[src/rtl/qed_dup_sequencer_if.sv]
// Purpose: bundles the QED sequencer's control inputs and its status outputs.
// Latency: none; wires only.
// Backpressure: none; stall_IF is carried as a plain level signal.
// Ports:
//   Inputs to the sequencer: ena, stall_IF, fetch_vld, vld_out, force_dup.
//   Outputs from the sequencer: exec_dup, hold_fetch, qed_check, orig_cnt, dup_cnt.
// Modports:
//   slave  - the sequencer side.
//   master - the driver side, e.g. a fetch unit or a testbench.
interface qed_dup_sequencer_if;
    logic       ena;
    logic       stall_IF;
    logic       fetch_vld;
    logic       vld_out;
    logic       force_dup;
    logic       exec_dup;
    logic       hold_fetch;
    logic       qed_check;
    logic [4:0] orig_cnt;
    logic [4:0] dup_cnt;

    modport slave (
        input  ena, stall_IF, fetch_vld, vld_out, force_dup,
        output exec_dup, hold_fetch, qed_check, orig_cnt, dup_cnt
    );

    modport master (
        output ena, stall_IF, fetch_vld, vld_out, force_dup,
        input  exec_dup, hold_fetch, qed_check, orig_cnt, dup_cnt
    );
endinterface

[src/rtl/qed_dup_sequencer.sv]
// Purpose: sequences QED batches; each batch runs originals, then an equal number of duplicates, then a pipeline drain.
// Latency: every output is registered, so it reflects the state one clock after the accept event that caused it.
// Backpressure: stall_IF blocks the original and duplicate accepts. It does not block the drain, which always lasts DRAIN_CYCLES.
// Ports:
//   clk - the single clock.
//   rst - asynchronous reset, active low.
//   bus - the qed_dup_sequencer_if slave modport.
module qed_dup_sequencer #(
    parameter int MAX_ORIG     = 16,   // originals per batch, 1..31
    parameter int DRAIN_CYCLES = 5     // drain length after duplicates, 1..15
) (
    input  logic                 clk,
    input  logic                 rst,
    qed_dup_sequencer_if.slave   bus
);

    typedef enum logic [1:0] {
        S_IDLE  = 2'd0,
        S_ORIG  = 2'd1,
        S_DUP   = 2'd2,
        S_DRAIN = 2'd3
    } state_t;

    localparam logic [4:0] MAX_C      = 5'(MAX_ORIG);
    localparam logic [3:0] DRAIN_LOAD = 4'(DRAIN_CYCLES - 1);

    state_t     state_q,      state_d;
    logic [4:0] orig_cnt_q,   orig_cnt_d;
    logic [4:0] dup_cnt_q,    dup_cnt_d;
    logic [3:0] drain_q,      drain_d;
    logic       exec_dup_q,   exec_dup_d;
    logic       hold_fetch_q, hold_fetch_d;
    logic       qed_check_q,  qed_check_d;

    logic       acc_o;
    logic       acc_d;
    logic [4:0] orig_upd;     // orig_cnt including this cycle's accept
    logic [4:0] dup_upd;

    always_comb begin
        acc_o = bus.fetch_vld & ~bus.stall_IF;
        acc_d = bus.vld_out   & ~bus.stall_IF;

        // The saturation guards keep the counters from wrapping even if the
        // handshake misbehaves.
        orig_upd = (acc_o && (orig_cnt_q < MAX_C))     ? orig_cnt_q + 5'd1 : orig_cnt_q;
        dup_upd  = (acc_d && (dup_cnt_q  < orig_cnt_q)) ? dup_cnt_q  + 5'd1 : dup_cnt_q;

        state_d    = state_q;
        orig_cnt_d = orig_cnt_q;
        dup_cnt_d  = dup_cnt_q;
        drain_d    = drain_q;

        case (state_q)
            S_IDLE: begin
                if (bus.ena) begin
                    state_d    = S_ORIG;
                    orig_cnt_d = 5'd0;
                    dup_cnt_d  = 5'd0;
                end
            end
            S_ORIG: begin
                orig_cnt_d = orig_upd;
                // Once a batch holds at least one original it is always
                // completed: a full batch, force_dup, or a dropped ena all
                // lead to DUP.
                if ((acc_o && (orig_upd == MAX_C)) ||
                    ((orig_upd != 5'd0) && (bus.force_dup || !bus.ena))) begin
                    state_d = S_DUP;
                end else if (!bus.ena) begin
                    state_d = S_IDLE;
                end
            end
            S_DUP: begin
                dup_cnt_d = dup_upd;
                if (acc_d && (dup_upd == orig_cnt_q)) begin
                    state_d = S_DRAIN;
                    drain_d = DRAIN_LOAD;
                end
            end
            S_DRAIN: begin
                if (drain_q == 4'd0) begin
                    if (bus.ena) begin
                        state_d    = S_ORIG;
                        orig_cnt_d = 5'd0;
                        dup_cnt_d  = 5'd0;
                    end else begin
                        state_d    = S_IDLE;
                    end
                end else begin
                    drain_d = drain_q - 4'd1;
                end
            end
            default: state_d = S_IDLE;
        endcase

        // The outputs are decoded from the next state, so they are valid in
        // the same cycle the state becomes visible.
        exec_dup_d   = (state_d == S_DUP);
        hold_fetch_d = (state_d == S_DRAIN);
        qed_check_d  = (state_d == S_DRAIN) && (drain_d == 4'd0);
    end

    always_ff @(posedge clk or negedge rst) begin
        if (!rst) begin
            state_q      <= S_IDLE;
            orig_cnt_q   <= 5'd0;
            dup_cnt_q    <= 5'd0;
            drain_q      <= 4'd0;
            exec_dup_q   <= 1'b0;
            hold_fetch_q <= 1'b0;
            qed_check_q  <= 1'b0;
        end else begin
            state_q      <= state_d;
            orig_cnt_q   <= orig_cnt_d;
            dup_cnt_q    <= dup_cnt_d;
            drain_q      <= drain_d;
            exec_dup_q   <= exec_dup_d;
            hold_fetch_q <= hold_fetch_d;
            qed_check_q  <= qed_check_d;
        end
    end

    assign bus.exec_dup   = exec_dup_q;
    assign bus.hold_fetch = hold_fetch_q;
    assign bus.qed_check  = qed_check_q;
    assign bus.orig_cnt   = orig_cnt_q;
    assign bus.dup_cnt    = dup_cnt_q;

endmodule

[src/flat_wrapper.sv]
// flat-port wrapper written by rule: the top's interface ports become plain ports
module qed_dup_sequencer_flat 
#(
    parameter int MAX_ORIG     = 16,                                
    parameter int DRAIN_CYCLES = 5                                            
)
  (clk, rst, bus_ena, bus_stall_IF, bus_fetch_vld, bus_vld_out, bus_force_dup, bus_exec_dup, bus_hold_fetch, bus_qed_check, bus_orig_cnt, bus_dup_cnt);
  qed_dup_sequencer_if bus_i ();
  input  logic clk;
  input  logic rst;
  input wire logic [$bits(bus_i.ena)-1:0] bus_ena;
  input wire logic [$bits(bus_i.stall_IF)-1:0] bus_stall_IF;
  input wire logic [$bits(bus_i.fetch_vld)-1:0] bus_fetch_vld;
  input wire logic [$bits(bus_i.vld_out)-1:0] bus_vld_out;
  input wire logic [$bits(bus_i.force_dup)-1:0] bus_force_dup;
  output wire logic [$bits(bus_i.exec_dup)-1:0] bus_exec_dup;
  output wire logic [$bits(bus_i.hold_fetch)-1:0] bus_hold_fetch;
  output wire logic [$bits(bus_i.qed_check)-1:0] bus_qed_check;
  output wire logic [$bits(bus_i.orig_cnt)-1:0] bus_orig_cnt;
  output wire logic [$bits(bus_i.dup_cnt)-1:0] bus_dup_cnt;
  assign bus_i.ena = bus_ena;
  assign bus_i.stall_IF = bus_stall_IF;
  assign bus_i.fetch_vld = bus_fetch_vld;
  assign bus_i.vld_out = bus_vld_out;
  assign bus_i.force_dup = bus_force_dup;
  assign bus_exec_dup = bus_i.exec_dup;
  assign bus_hold_fetch = bus_i.hold_fetch;
  assign bus_qed_check = bus_i.qed_check;
  assign bus_orig_cnt = bus_i.orig_cnt;
  assign bus_dup_cnt = bus_i.dup_cnt;
  qed_dup_sequencer #(.MAX_ORIG(MAX_ORIG), .DRAIN_CYCLES(DRAIN_CYCLES)) u_core (.clk(clk), .rst(rst), .bus(bus_i));
endmodule
[config.mk]
export PLATFORM = sky130hd
export DESIGN_NAME = qed_dup_sequencer_flat
export DESIGN_NICKNAME = d
export VERILOG_FILES = /design/src/rtl/qed_dup_sequencer_if.sv /design/src/rtl/qed_dup_sequencer.sv /design/src/flat_wrapper.sv
export SDC_FILE = /design/constraint.sdc
export NUM_CORES = 1
export LEC_CHECK = 0
export BUFFER_PORTS_ARGS = -buffer_cell sky130_fd_sc_hd__buf_2
export CORE_MARGIN = 3
export CORE_UTILIZATION = 28
export CTS_BUF_LIST = sky130_fd_sc_hd__clkbuf_16
export CTS_CLUSTER_SIZE = 28
export DETAILED_ROUTE_END_ITERATION = 7
export SETUP_SLACK_MARGIN = 0.1
export SLEW_MARGIN = 0
export SYNTH_ARGS = -nofsm -noshare
export SYNTH_HDL_FRONTEND = slang
export SYNTH_SLANG_ARGS = --single-unit
[constraint.sdc]
create_clock -name clk -period 3.6 [get_ports clk]
set_clock_uncertainty 0.2 [all_clocks]
set_input_delay 0.9 -clock clk [delete_from_list [all_inputs] [get_ports clk]]
set_output_delay 0.9 -clock clk [all_outputs]
set_load 0.01 [all_outputs]
Yosys cells after proc, flatten, opt, wreduce, memory -nomap -nowiden
Cells that the tools add are included.
{"block": "classes", "n_eq_ne": 8, "n_lt_le_gt_ge": 2, "muxes": 18, "n_bitwise": 3, "n_addsub": 3, "n_reduce_logical": 17}
{"cell": "5-bit two-way mux", "n": 6}
{"cell": "5-bit case mux with 3 select lines", "n": 2}
{"cell": "5-bit by 1-bit adder with 5-bit output (second input constant)", "n": 2}
{"cell": "2-bit two-way mux", "n": 5}
{"cell": "2-bit == test (second input constant)", "n": 4}
{"cell": "4-bit logical NOT", "n": 2}
{"cell": "4-bit two-way mux", "n": 2}
{"cell": "2-bit case mux with 4 select lines", "n": 1}
{"cell": "4-bit case mux with 2 select lines", "n": 1}
{"cell": "1-bit logical AND", "n": 6}
{"cell": "3-bit nonzero test", "n": 2}
{"cell": "5-bit == test", "n": 1}
{"cell": "5-bit == test (second input constant)", "n": 1}
{"cell": "5-bit less-than comparator", "n": 1}
{"cell": "5-bit less-than comparator (second input constant)", "n": 1}
{"cell": "5-bit nonzero test", "n": 1}
{"cell": "2-bit AND reduction", "n": 2}
{"cell": "4-bit by 1-bit subtractor with 4-bit output (second input constant)", "n": 1}
{"cell": "1-bit AND", "n": 2}
{"cell": "2-bit by 1-bit == test with 1-bit output (second input constant)", "n": 1}
{"cell": "2-bit logical NOT", "n": 1}
{"cell": "1-bit logical OR", "n": 2}
{"cell": "2-bit by 1-bit inequality test with 1-bit output (second input constant)", "n": 1}
{"cell": "1-bit logical NOT", "n": 1}
{"cell": "2 further kinds", "n": 2}
{"block": "word_totals", "out_inout_bits": 13, "register_bits": 19, "elab_cells": 58}

Longest topological paths before layout
{"block": "depth", "ltp_word": 11, "ltp_mapped": 9, "mapped_depth_nobuf": 8}

Worst setup path before layout
OpenSTA, ideal clock, no wires.
{"block": "synth_path", "kind": "reg-to-reg", "startpoint": "register u_core.orig_cnt_q[4], in the netlist u_core.bus.orig_cnt[4]", "endpoint": "register u_core.state_q[0]", "required_ns": 3.330, "n_path_buf": 1, "period_less_slack_ns": 2.539, "path_stages_with_launch": 10, "slack_ns": 1.061, "arrival_ns": 2.269, "setup_ns": 0.070, "cell_sequence": "dfrtp_1 clkbuf_1 inv_1 ha_1 a21oi_4 nand3_2 a31oi_4 xnor2_1 or4_4 nand3_2"}
{"block": "synth_via", "elab_chain_len": 8}
{"item": "start, declared", "line": "qed_dup_sequencer.sv:28", "text": "logic [4:0] orig_cnt_q, orig_cnt_d;"}
{"item": "start signal, assigned", "line": "qed_dup_sequencer.sv:115", "text": "orig_cnt_q <= orig_cnt_d;"}
{"item": "5-bit less-than comparator", "line": "qed_dup_sequencer.sv:46", "text": "orig_upd = (acc_o && (orig_cnt_q < MAX_C)) ? orig_cnt_q + 5'd1 : orig_cnt_q;"}
{"item": "1-bit logical AND", "line": "qed_dup_sequencer.sv:46"}
{"item": "5-bit two-way mux", "line": "qed_dup_sequencer.sv:46"}
{"item": "5-bit == test / 5-bit nonzero test (equally long branches)", "line": "qed_dup_sequencer.sv:67, qed_dup_sequencer.sv:68"}
{"item": "1-bit logical AND, on equally long branches", "line": "qed_dup_sequencer.sv:67, qed_dup_sequencer.sv:68"}
{"item": "1-bit logical OR", "line": "qed_dup_sequencer.sv:67", "text": "if ((acc_o && (orig_upd == MAX_C)) ||"}
{"item": "2-bit two-way mux", "line": "qed_dup_sequencer.sv:67"}
{"item": "2-bit case mux with 4 select lines (*)", "line": "qed_dup_sequencer.sv:54", "text": "case (state_q)"}
{"item": "net u_core.state_d[0]", "line": "qed_dup_sequencer.sv:27", "text": "state_t state_q, state_d;"}
{"item": "end signal, assigned", "line": "qed_dup_sequencer.sv:114", "text": "state_q <= state_d;"}
{"item": "end, declared", "line": "qed_dup_sequencer.sv:27"}
Mark *: on every way through the listed nets, which the timed path passes. The rest lies on a longest branch.
A chain may end at the register's enable or synchronous reset.

Worst setup path after layout
{"block": "layout_path", "startpoint": "register u_core.orig_cnt_q[4], in the netlist u_core.bus.orig_cnt[4]", "endpoint": "register u_core.hold_fetch_q, in the netlist u_core.bus.hold_fetch"}
{"block": "layout_via", "elab_chain_len": 9}
{"item": "5-bit less-than comparator", "line": "qed_dup_sequencer.sv:46"}
{"item": "1-bit logical AND", "line": "qed_dup_sequencer.sv:46"}
{"item": "5-bit two-way mux", "line": "qed_dup_sequencer.sv:46"}
{"item": "5-bit == test / 5-bit nonzero test (equally long branches)", "line": "qed_dup_sequencer.sv:67, qed_dup_sequencer.sv:68"}
{"item": "1-bit logical AND, on equally long branches", "line": "qed_dup_sequencer.sv:67, qed_dup_sequencer.sv:68"}
{"item": "1-bit logical OR", "line": "qed_dup_sequencer.sv:67"}
{"item": "2-bit two-way mux", "line": "qed_dup_sequencer.sv:67"}
{"item": "2-bit case mux with 4 select lines (*)", "line": "qed_dup_sequencer.sv:54"}
{"item": "2-bit == test (*)", "line": "qed_dup_sequencer.sv:100", "text": "hold_fetch_d = (state_d == S_DRAIN);"}
{"item": "net u_core.hold_fetch_d", "line": "qed_dup_sequencer.sv:32", "text": "logic hold_fetch_q, hold_fetch_d;"}
{"item": "end signal, assigned", "line": "qed_dup_sequencer.sv:119", "text": "hold_fetch_q <= hold_fetch_d;"}
{"item": "end, declared", "line": "qed_dup_sequencer.sv:32"}
Marked as above.

==> qor.yml <==
outcome:
  status: "complete, no violations"
floorplan:
  die_w_um: 76.5
  core_mm2: 0.00475
  row_count: 25
  fp.dieH_um: 76.5
  initial_utilization_pct: 29.3
  io_pins: 20
  dieArea_mm2: 0.00586
synth:
  synthCells: 157
  synth_edf_count: 0
  postSynthAreaPerCell_um2: 8.87
  netlist_area_mm2: 0.00139
  yosysWarningCount: 0
  synth_cell_types: 43
  synthesis.nets: 171
  synth-main-ff-cell: "dfrtp_1"
  async_flop_share_pct: 100
  ys_ff_latch: 19
  yosysSeqAreaShare_pct: 34.1
layout:
  nFillCells: 525
  nets: 190
  final_layout_size_suffix_gt1_share_pct: 20.0
  multi_input_area_um2: 847
  n_antenna_cell: 0
  layout.area.seq_um2: 475
  area_growth_syn_to_layout_pct: 16.5
global_routing:
  grt_max_degree: 20
  grt_pass1_vias: 1172
  grt_overflow_total: 0
  grt_use_total_pct: 11.4
  grt_pass1_wl_um: 5480
  grt_antenna_before_repair: 0
clock_tree:
  cts_sinks: 19
  path_clk_slew_ns: 0.06
  cts_hold_buf: 0
  post_cts_buffers: 0
  cts_buffer_depth: 2
  insertion_delay_ns: 0.25
  clock-root-buffer: "clkbuf_16"
  htreeDepth: 1
  tritoncts: "built"
  numCtsBuffers: 3
  post_cts_resized: 0
routing:
  wl_per_cell_um: 13.3
  drt_iter0_markers: 54
  drc: 0
  dr.pass1.iters: 4
  vias: 1196
  final_antenna_net_count: 0
  vias_per_cell: 4.94
  routed_wirelength_um: 3220
timing:
  hold_violations: 0
  period_needed_ns: 2.61
  setup_viol: 0
  tightest_slew_ns: 0.469
  final.period_utilization_pct: 72.4
  fmax_mhz: 384
  slew_viol_final: 0
  timing.hold.ws_ns: 0.363
  rsz0062_at_grt: "no"
  finalSetupTns_ns: 0
  relSlewSlack_pct: 68.4
power_and_ir_drop:
  p_per_area_mw_per_mm2: 613
  total_power_uw: 994
  max-vdd-ir-drop_uv: 228
  p_leak_uw: 0.000729
setup_path:
  crit_chain: "inv_1, ha_1, a21oi_4, nand3_2, a31oi_4, xnor2_1, or4_4, nand2_1"
  r2r-end: "u_core.bus.hold_fetch"
  critical_path_class: "reg -> reg"
  start_kind: "register"
  cp_max_fo: 8
  critPathRequiredTime_ns: 3.58
  cpPeakStageDelay_ns: 0.58
  crit_slowest_cell: "or4_4"
  cp_num_buf_inv: 1
  crit_family: "simple AND/OR/NAND/NOR gates"
  reg2reg_depth: 8
  ff2ff_setup_slack_ns: 0.99
  r2r_start: "u_core.bus.orig_cnt[4]"
  worstPathArrival_ns: 2.59
  cp-end-kind: "register"
worst_hold_path:
  hold_class: "reg -> reg"
  min_to: "u_core.drain_q[3]"
  hp-start: "u_core.drain_q[3]"
  hold_path_depth: 2
placement:
  hpwlAfterDp_um: 2450
  portBuffers: 19
  place.gp.congestion: 0.780
flow_run:
  cap_violations: 0
-- worst max path at each step --
stage                                       end  slack (ns)                    from  depth (start not counted)
after global routing          u_core.drain_q[1]        0.81  u_core.bus.orig_cnt[4]                          8
after CTS                     u_core.drain_q[3]        0.99  u_core.bus.orig_cnt[4]                          8
final                     u_core.bus.hold_fetch        0.99  u_core.bus.orig_cnt[4]                          8
after detailed placement  u_core.bus.hold_fetch        0.91            bus_stall_IF                          7
after floorplan               u_core.state_q[0]        1.06  u_core.bus.orig_cnt[4]                          9
after global placement    u_core.bus.hold_fetch        0.95            bus_stall_IF                          7
-- report_power, final --
group	switching, uW	internal (uW)
clock network	84.9	149
registers	70.0	270
logic	256	164
total	411	583
-- worst register-to-register path: stages, from the launching register on --
cell and delay (ns):
dfrtp_1 0.51, inv_1 0.08, ha_1 0.44, a21oi_4 0.23, nand3_2 0.12, a31oi_4 0.18
xnor2_1 0.13, or4_4 0.58, nand2_1 0.09
-- Yosys cell counts, types with 2 or more instances --
cell / instances / share of area, %
nand2b_1: 2 / 0.90
a21oi_1: 9 / 3.2
nand3_2: 3 / 2.2
nand3_1: 6 / 2.2
buf_2: 2 / 0.72
clkbuf_1: 2 / 0.54
o21ai_0: 13 / 4.7
ha_1: 7 / 6.3
a21oi_4: 2 / 2.3
inv_1: 11 / 3.0
nor4_1: 2 / 0.90
xor2_1: 2 / 1.3
nor3_1: 3 / 1.1
o211ai_1: 3 / 1.6
xnor2_1: 7 / 4.4
nand4_1: 3 / 1.3
nor2_1: 15 / 4.0
a31oi_4: 3 / 4.6
nor4b_1: 2 / 1.3
dfrtp_1: 19 / 34
and3_1: 3 / 1.3
nand2_1: 17 / 4.6
-- sequential cells by signal (all words and copies together), names as in the netlist --
| signal | count |
|---|---|
| u_core.bus.dup_cnt | 5 |
| u_core.bus.hold_fetch | 1 |
| u_core.state_q | 2 |
| u_core.bus.qed_check | 1 |
| u_core.drain_q | 4 |
| u_core.bus.exec_dup | 1 |
| u_core.bus.orig_cnt | 5 |
-- area by class of cell --
| cell class | instances | share of cell area, % |
|---|---|---|
| Clock buffer | 3 | 4.63 |
| Clock inverter | 1 | 0.308 |
| Inverter | 11 | 2.54 |
| Multi-Input combinational cell | 122 | 52.2 |
| Sequential cell | 19 | 29.3 |
| Tap cell | 67 | 5.17 |
| Timing Repair Buffer | 19 | 5.86 |
-- metrics by stage --
stage	setup WS, ns	cell area [um^2]	util, %	instances
floorplan	1.06	1390	-	157
global placement	0.949	1540	32.4	238
detailed placement	0.912	1540	32.4	238
CTS	0.990	1620	34.1	242
global route	0.810	1620	34.1	242
finish	0.993	1620	34.1	242
-- metal layers --
| layer | wire [um] | part of all wire (%) | global-route usage [%] |
|---|---|---|---|
| met5 | 0 | 0 | 0 |
| met4 | 18 | 0.56 | 3.99 |
| met3 | 120 | 3.7 | 2.25 |
| met2 | 1490 | 46 | 18.2 |
| met1 | 1590 | 49 | 15.2 |
-- placed cells by master, fill, tap and decap left out, drive strengths merged, types with 2 or more instances in the layout --
cell / n
clkbuf: 3
o211ai: 3
ha: 7
xor2: 2
and3: 3
nor4: 2
xnor2: 7
nand2b: 2
a21oi: 11
buf: 19
nor3: 3
nor2: 15
dfrtp: 19
nand2: 17
nand4: 3
o21ai: 14
nor4b: 2
nand3: 9
inv: 11
a31oi: 4
-- logic make-up after synthesis --
| logic type | Yosys count | share of synthesized area (%) |
|---|---|---|
| and+or+nand+nor | 62 | 23.6 |
| AOI/OAI and AO/OA | 43 | 24.4 |
| DFF | 19 | 34.1 |
| buffers and inverters | 16 | 5.03 |
| xor gates and xnor gates | 9 | 5.66 |
| adders and majority gates | 7 | 6.29 |
| muxes | 1 | 0.809 |
(Power assumes the default switching activity.)
